--- config.mk ---
export PLATFORM = sky130hd
export DESIGN_NAME = page_ram_arbiter
export DESIGN_NICKNAME = d
export VERILOG_FILES = /design/src/rtl/page_ram_arbiter.sv
export SDC_FILE = /design/constraint.sdc
export NUM_CORES = 1
export LEC_CHECK = 0
export CELL_PAD_IN_SITES_DETAIL_PLACEMENT = 2
export CELL_PAD_IN_SITES_GLOBAL_PLACEMENT = 2
export CORE_MARGIN = 4
export CORE_UTILIZATION = 12
export DETAILED_ROUTE_END_ITERATION = 7
export PLACE_DENSITY = 0.79
export RECOVER_POWER = 100
export SYNTH_ARGS = -nofsm -noshare
export SYNTH_HDL_FRONTEND = slang
export SYNTH_SLANG_ARGS = --single-unit
export TNS_END_PERCENT = 50
--- constraint.sdc ---
create_clock -name clk -period 2.38 [get_ports clk]
set_clock_uncertainty 0.1 [all_clocks]
set_input_delay 0.476 -clock clk [delete_from_list [all_inputs] [get_ports clk]]
set_output_delay 0.476 -clock clk [all_outputs]
set_load 0.005 [all_outputs]
--- src/rtl/page_ram_arbiter.sv ---
// Arbiter for the shared 32 KB page RAM: grants locked bursts to flash-read (R0), flash-write (R1)
// and host (R2), and routes read data back by tag. Optional R0 preemption: PAGE_ARB_PREEMPT_EN.
module page_ram_arbiter #(
  parameter int unsigned HOLD_MAX = 64
) (
  input  logic        clk,
  input  logic        rst,
  input  logic        req0,
  input  logic        req1,
  input  logic        req2,
  input  logic        en0,
  input  logic        en1,
  input  logic        en2,
  input  logic        we0,
  input  logic        we1,
  input  logic        we2,
  input  logic [14:0] addr0,
  input  logic [14:0] addr1,
  input  logic [14:0] addr2,
  input  logic [7:0]  din0,
  input  logic [7:0]  din1,
  input  logic [7:0]  din2,
  output logic        gnt0,
  output logic        gnt1,
  output logic        gnt2,
  output logic        rvalid0,
  output logic        rvalid1,
  output logic        rvalid2,
  output logic [7:0]  rdata0,
  output logic [7:0]  rdata1,
  output logic [7:0]  rdata2,
  output logic        ram_en,
  output logic        ram_we,
  output logic [14:0] ram_addr,
  output logic [7:0]  ram_din,
  input  logic [7:0]  ram_dout,
  output logic [1:0]  owner,
  output logic        preempt
);

  // The hold counter is 8 bits wide and saturates, so larger limits could never trigger.
  if (HOLD_MAX > 255) begin : g_hold_max_check
    $error("HOLD_MAX must fit the 8-bit hold counter");
  end

  typedef enum logic [0:0] {StIdle, StOwn} state_e;

  state_e      state_q, state_d;
  logic [1:0]  owner_q, owner_d;
  logic [1:0]  rr_last_q, rr_last_d;
  logic        rd_pend_q;
  logic [1:0]  rd_tag_q;
  logic        own_req, own_en, own_we;
  logic [14:0] own_addr;
  logic [7:0]  own_din;
  logic        revoke;

  always_comb begin
    own_req  = 1'b0;
    own_en   = 1'b0;
    own_we   = 1'b0;
    own_addr = '0;
    own_din  = '0;
    case (owner_q)
      2'd0: begin own_req = req0; own_en = en0; own_we = we0; own_addr = addr0; own_din = din0; end
      2'd1: begin own_req = req1; own_en = en1; own_we = we1; own_addr = addr1; own_din = din1; end
      2'd2: begin own_req = req2; own_en = en2; own_we = we2; own_addr = addr2; own_din = din2; end
      default: ;
    endcase
  end

  // An access presented in the cycle the owner lets go of req is dropped.
  assign ram_en   = (state_q == StOwn) && own_req && own_en;
  assign ram_we   = ram_en && own_we;
  assign ram_addr = ram_en ? own_addr : '0;
  assign ram_din  = ram_en ? own_din : '0;

  assign gnt0  = (state_q == StOwn) && (owner_q == 2'd0);
  assign gnt1  = (state_q == StOwn) && (owner_q == 2'd1);
  assign gnt2  = (state_q == StOwn) && (owner_q == 2'd2);
  assign owner = owner_q;

`ifdef PAGE_ARB_PREEMPT_EN
  logic [7:0] hold_q, hold_d;
  logic       preempt_q;

  always_comb begin
    hold_d = '0;
    if (state_q == StOwn && owner_q != 2'd0) begin
      hold_d = (hold_q == 8'hff) ? hold_q : hold_q + 8'd1;
    end
  end

  assign revoke  = (state_q == StOwn) && (owner_q != 2'd0) && own_req && req0 &&
                   (32'(hold_q) >= HOLD_MAX);
  assign preempt = preempt_q;

  always_ff @(posedge clk or posedge rst) begin
    if (rst) begin
      hold_q    <= '0;
      preempt_q <= 1'b0;
    end else begin
      hold_q    <= hold_d;
      preempt_q <= revoke;
    end
  end
`else
  assign revoke  = 1'b0;
  assign preempt = 1'b0;
`endif

  always_comb begin
    state_d   = state_q;
    owner_d   = owner_q;
    rr_last_d = rr_last_q;
    unique case (state_q)
      StIdle: begin
        if (req0) begin
          state_d = StOwn;
          owner_d = 2'd0;
        end else if (req1 && req2) begin
          state_d   = StOwn;
          owner_d   = (rr_last_q == 2'd2) ? 2'd1 : 2'd2;
          rr_last_d = owner_d;
        end else if (req1 || req2) begin
          state_d   = StOwn;
          owner_d   = req1 ? 2'd1 : 2'd2;
          rr_last_d = owner_d;
        end
      end
      StOwn: begin
        if (!own_req || revoke) begin
          state_d = StIdle;
          owner_d = 2'd3;
        end
      end
      default: ;
    endcase
  end

  always_ff @(posedge clk or posedge rst) begin
    if (rst) begin
      state_q   <= StIdle;
      owner_q   <= 2'd3;
      rr_last_q <= 2'd2;
    end else begin
      state_q   <= state_d;
      owner_q   <= owner_d;
      rr_last_q <= rr_last_d;
    end
  end

  // Read tag is independent of ownership so a burst's final read returns after release.
  always_ff @(posedge clk or posedge rst) begin
    if (rst) begin
      rd_pend_q <= 1'b0;
      rd_tag_q  <= 2'd0;
    end else begin
      rd_pend_q <= ram_en && !ram_we;
      if (ram_en && !ram_we) begin
        rd_tag_q <= owner_q;
      end
    end
  end

  assign rvalid0 = rd_pend_q && (rd_tag_q == 2'd0);
  assign rvalid1 = rd_pend_q && (rd_tag_q == 2'd1);
  assign rvalid2 = rd_pend_q && (rd_tag_q == 2'd2);
  assign rdata0  = ram_dout;
  assign rdata1  = ram_dout;
  assign rdata2  = ram_dout;

endmodule

==> results of run 1 <==
[worst register-to-register path: stages, from the launching register on]
cell	delay (ps)
dfstp_2	650
buf_4	160
mux2_4	300
a22oi_2	250
nand3_2	150
inv_2	90
mux2_4	290
[synth_stat cells (2+ instances only)]
master	count
buf_1	2
nor2_1	36
buf_4	25
nor3_1	4
dfrtp_1	5
a22oi_1	8
a21oi_1	27
nand2b_1	2
mux2_4	3
clkbuf_1	2
inv_2	2
buf_2	7
inv_1	4
nand2_1	10
mux2i_1	17
dfstp_2	3
nor2b_1	2
[per-stage QoR]
| step | instances | power, W |
|---|---|---|
| 2_1_floorplan | 178 | 0.00107 |
| 3_3_place_gp | 409 | 0.00167 |
| 3_5_place_dp | 409 | 0.00172 |
| 4_1_cts | 418 | 0.00213 |
| 5_1_grt | 423 | 0.00252 |
| 6_report | 423 | 0.00234 |
[layout make-up]
cell class	count	share of cell area
Sequential cell	8	0.0733
Timing Repair Buffer	142	0.485
Tap cell	136	0.0612
Multi-Input combinational cell	127	0.356
Inverter	6	0.00810
Clock buffer	4	0.0162
[path summary, 6_finish.rpt]
kind | startpoint | cells after the start | endpoint
setup reg to reg | owner[0] | 6 | rd_tag_q[1]
max in group asynchronous | rst | 2 | owner[0]
hold reg to reg | rd_tag_q[0] | 1 | rd_tag_q[0]
min in group asynchronous | rst | 2 | state_q
hold / removal | rd_tag_q[0] | 1 | rd_tag_q[0]
setup / recovery | owner[0] | 7 | ram_din[1]
[routing by layer]
| layer | up-vias | wire length, um | track usage | share of wire |
|---|---|---|---|---|
| met3 | 10 | 475 | 0.0284 | 0.068 |
| met4 | 0 | 68 | 0.0213 | 0.0097 |
| met1 | 804 | 2780 | 0.116 | 0.40 |
| met2 | 69 | 3660 | 0.201 | 0.52 |
| met5 | - | 0 | 0 | 0 |
| li1 | 801 | - | - | - |
[power groups by stage]
stage / clock network (W) / logic, W / registers (W)
5_1_grt: 0.000188 / 0.00201 / 0.000325
2_1_floorplan: 0 / 0.000806 / 0.000259
6_report: 0.000179 / 0.00185 / 0.000311
3_3_place_gp: 0 / 0.00137 / 0.000301
3_5_place_dp: 0 / 0.00142 / 0.000304
4_1_cts: 0.000182 / 0.00163 / 0.000315
[kinds of logic after synthesis]
group | after synthesis
AND/OR/NAND/NOR | 61
buffers and inverters | 43
multiplexers | 21
flip-flops | 8
other | 1
AO/OA/AOI/OAI | 44
[state kept, by name, indices dropped and copies added, names as in the netlist]
name,count
rr_last_q,2
owner,2
state_q,1
rd_pend_q,1
rd_tag_q,2
[what timing repair did]
item	in CTS	in global routing
hold endpoints to repair	0	0
resized for setup	143	25
gates cloned	2	2
pin swaps	12	14
setup endpoints to repair	27	25
buffers inserted	3	6
==> results.md, run 1 <==
* Outcome: finished, violations left
* Die Wd at 111 um
* Worst Setup End Kind: primary output
* Hold WS at 470 ps
* Drt initial violations at 44
* Setup tns final at -108 ps
* Initial antenna violation count at 0
* Clock Path Buffers at 2
* Min setup slack post-route at -57.9 ps
* Area grow syn2layout at 120%
* Tmin final at 2440 ps
* Final Cell Area at 2780 um2
* DP Area at 2480 um2
* Yosys cell types at 36
* Clock slew at reported path FFs at 50 ps
* Pin count of the biggest net entering global routing at 19
* Area contributors post-synth: buf_4 15%, mux2i_1 13%, a21oi_1 11%
* Critical path arrival at 1860 ps
* Setup violations, final at 12
* Placement Rows at 37
* Synthesized instance count at 178
* Grt ovf at 0
* Peak Freq at 410 MHz
* First-pass GRT wire length at 10.5 mm
* Compound-cell area share of the yosys netlist at 0.225
* Layout cell share with drive strength beyond 1 at 0.373
* Root buffer cell: clkbuf_8
* Mux contribution to synthesized area at 0.179
* Seq/Total Area, Yosys at 0.161
* Post-Route WL at 6.98 mm
* Number of H-tree levels at 1
* Fin. max-slew vios at 0
* Die area at 12200 um2
* Fin. Hold Viols at 0
* Post-layout util at 0.271
* Clk pwr share at 0.077
* Register area at 204 um2
* R2R setup slack at 280 ps
* Int Pwr at 0.00131 W
* RSZ-0062 raised after global routing: yes
* Critical Path RT at 1800 ps
* Number of nets in the layout at 376
* Delay-heaviest family, CP: flip-flops
* Number of diodes at 0
* Buffers on Ports at 112
* Yosys top cell area share at 0.148
* Footprint of the multi-input gates at 991 um2
* Gr usage total at 0.106
* Hold_buf cts at 0
* Switch share at 0.438
* Clock sinks at 8
* Syn Area/Cell at 7.11 um2
* Slowest cell on the critical path: dfstp_2
* Via/cell ratio at 3.98
* Tcrit/Tclk final at 1.02
* Fill cell count at 1198
* Clock latency at the later pin of the worst-skew pair at 240 ps
* Post-synth net total at 266
* Failing checks: negative setup slack
* WL/cell at 16.5 um
* Net Sw Power at 0.00102 W
* HP Class: reg -> reg
* DRC viols at 0
* Peak VDD IR at 267 uV
* Worst Setup Start Kind: flop
* #FFs+latches synth at 8
* IO Pins at 146
* Setup WS pre-CTS at -558 ps
* Worst Path Max Fanout at 9
* Comb power frac at 0.790
* Most frequent cells in the layout: 79 x clkdlybuf4s50_1, 23 x nor2_1, 20 x buf_2
* Placer congestion estimate at 0.767
* Largest area contributor in the netlist: buf_4
* Core box area at 10300 um2
* P_leak at 1.18 nW
* Most common cell after layout, fill and taps aside: clkdlybuf4s50_1
* Post-DP HPWL at 5.25 mm
* Crit path cell chain: buf_6 > clkbuf_16 > mux2i_1 > nor2_1 > a21oi_2 > nor2_4 > buf_2
* Antenna viol nets, final at 0
* Die Span Y at 111 um
* Vias in the first global route at 1913
* CP Buf/Inv Count at 3
* Pwr dens at 840 nW/um2
* Peak per-stage delay on the critical path at 650 ps
* Synthesized area at 1260 um2
* Synth async-reset ratio at 1.00
* Vias at 1684
* Sequential fraction of design power at 0.133
* CTS buffer count at 3
* Synth Area in XOR/XNOR at 0
* YS warnings at 0
* Synth Area in Adders at 0
* Main combinational cell family by area after synthesis: compound AO/OA/AOI/OAI gates
* EDFF count, synth at 0
* CTS tree: yes
* Simple-Gate Fraction of Synth Area at 0.218
* Synth Flop Type: dfrtp_1
* Initial Util at 0.123
* Detailed Routing Iterations Pass 1 at 3
* Max Cap Viol at 0
* Critical path type: reg -> out
Note: power is estimated with default switching activity, not from simulation.
==> run 2: changes to the inputs <==
- CORE_UTILIZATION: 12 -> 13
- PLACE_DENSITY: 0.79 -> default
- PLACE_DENSITY_LB_ADDON: default -> 0.08
- clock period: 2.38 -> 2.84 ns (I/O delays scaled with it)
==> run 2 against run 1 <==
Net effect: the flow now finishes without violations; critical path type is now in -> out; via count shrank 5.3%; critical path depth is the same; clock power decreased by 20%; largest cell class unchanged; worst setup slack gained 160 ps; non-clock buffer count down 11; combinational power fell by 41%; die area decreased by 7.1%; final cell count fell by 4.3%; first-iteration DRC count shrank 43%; highest routed layer unchanged; register-to-register slack improved by 510 ps; sequential power decreased by 6%; flip-flop and latch count unchanged.
==> results.md, run 2 (synthesized netlist as in run 1, its figures left out) <==
* Outcome: complete, no violations (was finished, violations left)
* Fill cell count at 1134 (was 1198)
* Placement Rows at 35 (was 37)
* Buffers on Ports at 112 (unchanged)
* Most frequent cells in the layout: 85 x clkdlybuf4s50_1, 36 x nor2_1, 27 x a21oi_1 (was 79 x clkdlybuf4s50_1, 23 x nor2_1, 20 x buf_2)
* WL/cell at 15.8 um (was 16.5 um)
* Die area at 11400 um2 (was 12200 um2)
* P_leak at 1.15 nW (was 1.18 nW)
* Placer congestion estimate at 0.699 (was 0.767)
* Vias in the first global route at 1872 (was 1913)
* Peak VDD IR at 176 uV (was 267 uV)
* Critical path type: in -> out (was reg -> out)
* Post-Route WL at 6.38 mm (was 6.98 mm)
* CTS buffer count at 3 (unchanged)
* Overall power at 0.00154 W (was 0.00234 W)
* Tcrit/Tclk final at 0.966
* Worst-margin pin slew at 609 ps
* First-pass GRT wire length at 9.69 mm (was 10.5 mm)
* Antenna viol nets, final at 0 (unchanged)
* Max-slew headroom at 0.592
* Max Cap Viol at 0 (unchanged)
* Worst Setup End Kind: primary output (unchanged)
* Setup crit end: ram_din[5] (was ram_din[1])
* Detailed Routing Iterations Pass 1 at 4 (was 3)
* IO Pins at 146 (unchanged)
* CTS tree: yes (unchanged)
* RSZ-0062 raised after global routing: no (was yes)
* Clock slew at reported path FFs at 40 ps (was 50 ps)
* Vias at 1595 (was 1684)
* Core box area at 9370 um2 (was 10300 um2)
* Pin count of the biggest net entering global routing at 18 (was 19)
* R2R setup slack at 790 ps (was 280 ps)
* Die Span Y at 107 um (was 111 um)
* Hold_buf cts at 0 (unchanged)
* Number of H-tree levels at 1 (unchanged)
* Number of diodes at 0 (unchanged)
* Number of nets in the layout at 365 (was 376)
* HP Class: reg -> reg (unchanged)
* Worst Path Max Fanout at 13 (was 9)
* Critical path arrival at 2070 ps (was 1860 ps)
* Setup violations, final at 0 (was 12)
* Fin. max-slew vios at 0 (unchanged)
* Gr usage total at 0.107 (was 0.106)
* Drt initial violations at 25 (was 44)
* Die Wd at 107 um (was 111 um)
* Fin. Hold Viols at 0 (unchanged)
* Layout cell share with drive strength beyond 1 at 0.141 (was 0.373)
* Most common cell after layout, fill and taps aside: clkdlybuf4s50_1 (unchanged)
* Cell Count, Final, Fillers Out at 405 (was 423)
* Grt ovf at 0 (unchanged)
* Tmin final at 2740 ps
* Root buffer cell: clkbuf_8 (unchanged)
* Worst Setup Start Kind: input pin (was flop)
* Critical Path RT at 2170 ps (was 1800 ps)
* Worst r2r dst: rd_tag_q[1] (unchanged)
* Initial antenna violation count at 0 (unchanged)
* Dpl cells at 398 (was 409)
* Initial Util at 0.135 (was 0.123)
* Pwr dens at 614 nW/um2 (was 840 nW/um2)
* Peak Freq at 365 MHz
* Area grow syn2layout at 97.8% (was 120%)
* Setup crit start: req2 (was owner[0])
* Clock latency at the later pin of the worst-skew pair at 230 ps (was 240 ps)
* Critical R2R Launch: owner[0] (unchanged)
* Post-DP HPWL at 5.28 mm (was 5.25 mm)
* DP Area at 2430 um2 (was 2480 um2)
* Clock sinks at 8 (unchanged)
* Reg2Reg Depth at 7 (was 6)
* DRC viols at 0 (unchanged)
* Final Cell Area at 2500 um2 (was 2780 um2)
* Clock Path Buffers at 2 (unchanged)
* Via/cell ratio at 3.94 (was 3.98)
## run 2: per-stage QoR
step	setup TNS, ps	utilization	setup slack (ps)	hold slack (ps)
floorplan	0	-	702	282
global placement	-4250	0.259	-226	454
detailed placement	-4660	0.259	-223	467
CTS	-95.9	0.268	-95.9	475
global route	0	0.267	12.0	492
finish	0	0.267	97.7	469
## run 2: cell type report
cell class / instances / area [um2] / area share
repair buffers: 131 / 1250 / 0.499
multi-input cells: 127 / 818 / 0.327
flip-flops and latches: 8 / 208 / 0.0830
well taps: 129 / 161 / 0.0645
clock buffers: 4 / 45.0 / 0.0180
inverters: 6 / 22.5 / 0.00900
## run 2: worst max-delay path: stages
cell and delay (ps):
clkdlybuf4s50_1 480, nor2b_4 150, o2111a_4 270, nand2_8 70
buf_12 150, a21oi_1 130, dlygate4sd2_1 250
## run 2: per-layer routing
metal / part of all wire / routed length, um / GRT usage / vias up
met5: 0 / 0 / 0 / -
li1: - / - / - / 780
met4: 0.0038 / 24 / 0.0183 / 0
met1: 0.42 / 2660 / 0.128 / 735
met3: 0.12 / 784 / 0.0554 / 6
met2: 0.46 / 2920 / 0.175 / 74
## run 2: how the worst min path moves through the flow
stage	startpoint	endpoint	slack, ps	cells after the start
after floorplan	rst	rd_pend_q	280	1
after global placement	rd_tag_q[1]	rd_tag_q[1]	450	1
after detailed placement	rd_tag_q[0]	rd_tag_q[0]	470	1
after CTS	rr_last_q[1]	rr_last_q[1]	480	1
after global routing	rr_last_q[1]	rr_last_q[1]	490	1
final	rd_tag_q[1]	rd_tag_q[1]	470	1
## run 2: what timing repair did
action	CTS	global route
endpoints found under the setup margin	25	16
pin swaps	2	1
gates cloned	1	0
setup buffers	1	1
resized for setup	30	5
## run 2: where the power goes
group	internal [W]	total [W]	switching, W
clock	0.0000975	0.000144	0.0000466
combinational	0.000585	0.00110	0.000515
sequential	0.000189	0.000293	0.000103
==> RTL change (flow settings as in run 2) <==
Add a define of `PAGE_ARB_PREEMPT_EN`.
--- a/src/rtl/page_ram_arbiter.sv
+++ b/src/rtl/page_ram_arbiter.sv
@@ -1,4 +1,6 @@
 // Arbiter for the shared 32 KB page RAM: grants locked bursts to flash-read (R0), flash-write (R1)
 // and host (R2), and routes read data back by tag. Optional R0 preemption: PAGE_ARB_PREEMPT_EN.
+`define PAGE_ARB_PREEMPT_EN
+
 module page_ram_arbiter #(
   parameter int unsigned HOLD_MAX = 64
Check against the original RTL: same outputs for any inputs over 10 cycles, from zero or initial values and one cycle with rst high; that may be too few to reach the edited logic, so the function may still have changed.
==> RTL change against run 2 <==
- register-to-register slack lost 550 ps
- total power rose by 31%
- area after synthesis increased by 36%
- design area rose by 22%
- setup slack got worse by 3.8 ps
- sequential cell count grew 9
- routed wire length rose by 28%
- core utilization is 2.8 points lower
- critical path type unchanged
- highest routed layer unchanged
==> RTL change: results (changes against run 2) <==
- Result of the run: finished clean
* Number of distinct library cells after synthesis: 39 (+8.3%)
* Pin count of the biggest net entering global routing: 26 (+8)
* DRT Wirelength: 8140 um (+28%)
* Post-DP HPWL: 6540 um (+24%)
* Net count after synthesis: 315 (+18%)
- The via count of the first global-routing pass came to 2256 (+21%).
- The routability congestion estimate is 0.699 (about the same).
- By count the netlist is led by nor2_1, a21oi_1, mux2i_1.
- Largest driver fanout on the critical path: 18 (+5)
- The insertion delay to the later sink of the worst-skew pair is 250 ps (+20 ps).
- Cell family with the largest share of critical-path delay: buffers and inverters
- Register ranked first by flip-flop count: hold_q
- The fraction of layout cells with a size suffix above 1 came to 0.106 (-0.0357).
- Number of buffers added by the clock tree synthesis step: 3 (unchanged)
- The initial antenna violation count was 0 (unchanged).
* Port Buffer Count: 113 (+0.89%)
* Global-route wire length before repair: 12300 um (+27%)
* Clock root buffer: clkbuf_16
* Slowest CP cell: clkdlybuf4s50_1
- The total iterations of the first detailed-routing run was 3 (-1).
- The number of warnings printed during yosys synthesis came to 0 (unchanged).
* Leak pwr: 1.39 nW (+21%)
- CTS H-tree lvls: 1 (unchanged)
- The number of nets in the layout was 412 (+13%).
- Maximum VDD drop: 0.000187 V (+6.0%)
* CP peak stage delay: 450 ps (-30 ps)
- The register with the most flip-flops in the layout has 8 of them.
- Setup-failing EPs final: 0 (unchanged)
* Main area contributors after synthesis: dfrtp_1, mux2i_1, nor2_1
* Overall Global Routing Usage: 0.105 (-0.00204)
* Clock buffer depth: 2 (unchanged)
* Clk pin slew, worst setup/hold paths: 60 ps (+20 ps)
- The number of vias after detailed routing was 1944 (+22%).
* Worst rel slew slack: 0.294 (-0.298)
- The register area share after synthesis came to 0.250 (+0.0890).
* Drt initial violations: 44 (+76%)
- Remaining DRCs: 0 (unchanged)
* Reported net switching power: 0.000823 W (+24%)
==> RTL change: cell count changes after synthesis, sizes merged, moves of 4 or more <==
cell / before / now
dfrtp: 5 / 14
mux2i: 17 / 28
a22oi: 9 / 0
clkbuf: 2 / 6
nor2: 36 / 57
nand2: 11 / 6
a31oi: 1 / 5
==> RTL change: final timing paths <==
check | start | to | slack (ps) | cells past startpoint
min | hold_q[1] | hold_q[1] | 460 | 2
max in group asynchronous | rst | hold_q[5] | 1420 | 2
max | en2 | ram_addr[11] | 90 | 7
min in group asynchronous | rst | rd_tag_q[0] | 770 | 2
min reg2reg | hold_q[1] | hold_q[1] | 460 | 2
max reg2reg | owner[0] | owner[1] | 240 | 5
==> RTL change: kinds of logic after synthesis <==
group                      after synthesis  synth area share
muxes                                   31             0.187
buffers and inverters                   43             0.155
AOI/OAI and AO/OA                       49             0.168
and+or+nand+nor                         83             0.222
xor gates and xnor gates                 2            0.0102
adders and majority gates                1           0.00729
DFF                                     17             0.250
==> RTL change: worst register-to-register path: stages (launching register included) <==
cell and delay (ps):
dfstp_2 550, clkbuf_2 480, o21ai_0 530, or2_2 500
a31oi_1 220, o22a_1 170
==> RTL change: final cells by class <==
cell class              instances  area [um2]
fillers                      1491        9720
flip-flops and latches         17         429
repair buffers                130        1270
clock buffers                   3        75.1
clock inverters                 1        5.00
inverters                       5        18.8
multi-input cells             166        1040
well taps                     172         215
==> RTL change: metrics by stage <==
step / setup slack (ps) / setup TNS, ps / hold WS, ps / cells / area [um2]
after floorplan: 608 / 0 / 392 / 226 / 1720
after global placement: -427 / -7450 / 442 / 488 / 2960
after detailed placement: -414 / -8460 / 447 / 488 / 2960
after CTS: -101 / -101 / 464 / 495 / 3070
after global routing: -14.2 / -30.7 / 493 / 494 / 3060
final: 93.9 / 0 / 460 / 494 / 3060
==> RTL change: power by group through the flow <==
| stage | clock, W | combinational (W) | sequential [W] |
|---|---|---|---|
| after floorplan | 0 | 0.000765 | 0.000390 |
| final | 0.000292 | 0.00131 | 0.000416 |
| after CTS | 0.000301 | 0.00139 | 0.000418 |
| after detailed placement | 0 | 0.00132 | 0.000414 |
| after global placement | 0 | 0.00133 | 0.000410 |
| after global routing | 0.000309 | 0.00146 | 0.000434 |
==> RTL change: repair_timing <==
| action | in CTS | in global routing |
|---|---|---|
| pin swaps | 1 | 1 |
| setup endpoints to repair | 25 | 12 |
| buffers inserted | 2 | 0 |
| cloned | 1 | 0 |
| hold endpoints to repair | 0 | 0 |
| gates resized for setup | 30 | 12 |
==> RTL change: per-layer routing <==
layer,vias up,share of wire,routed length (um),track usage
met5,-,0,0,0
met4,0,0.0043,35,0.0133
met3,4,0.091,742,0.0475
met2,66,0.50,4070,0.183
met1,926,0.40,3290,0.122
li1,948,-,-,-
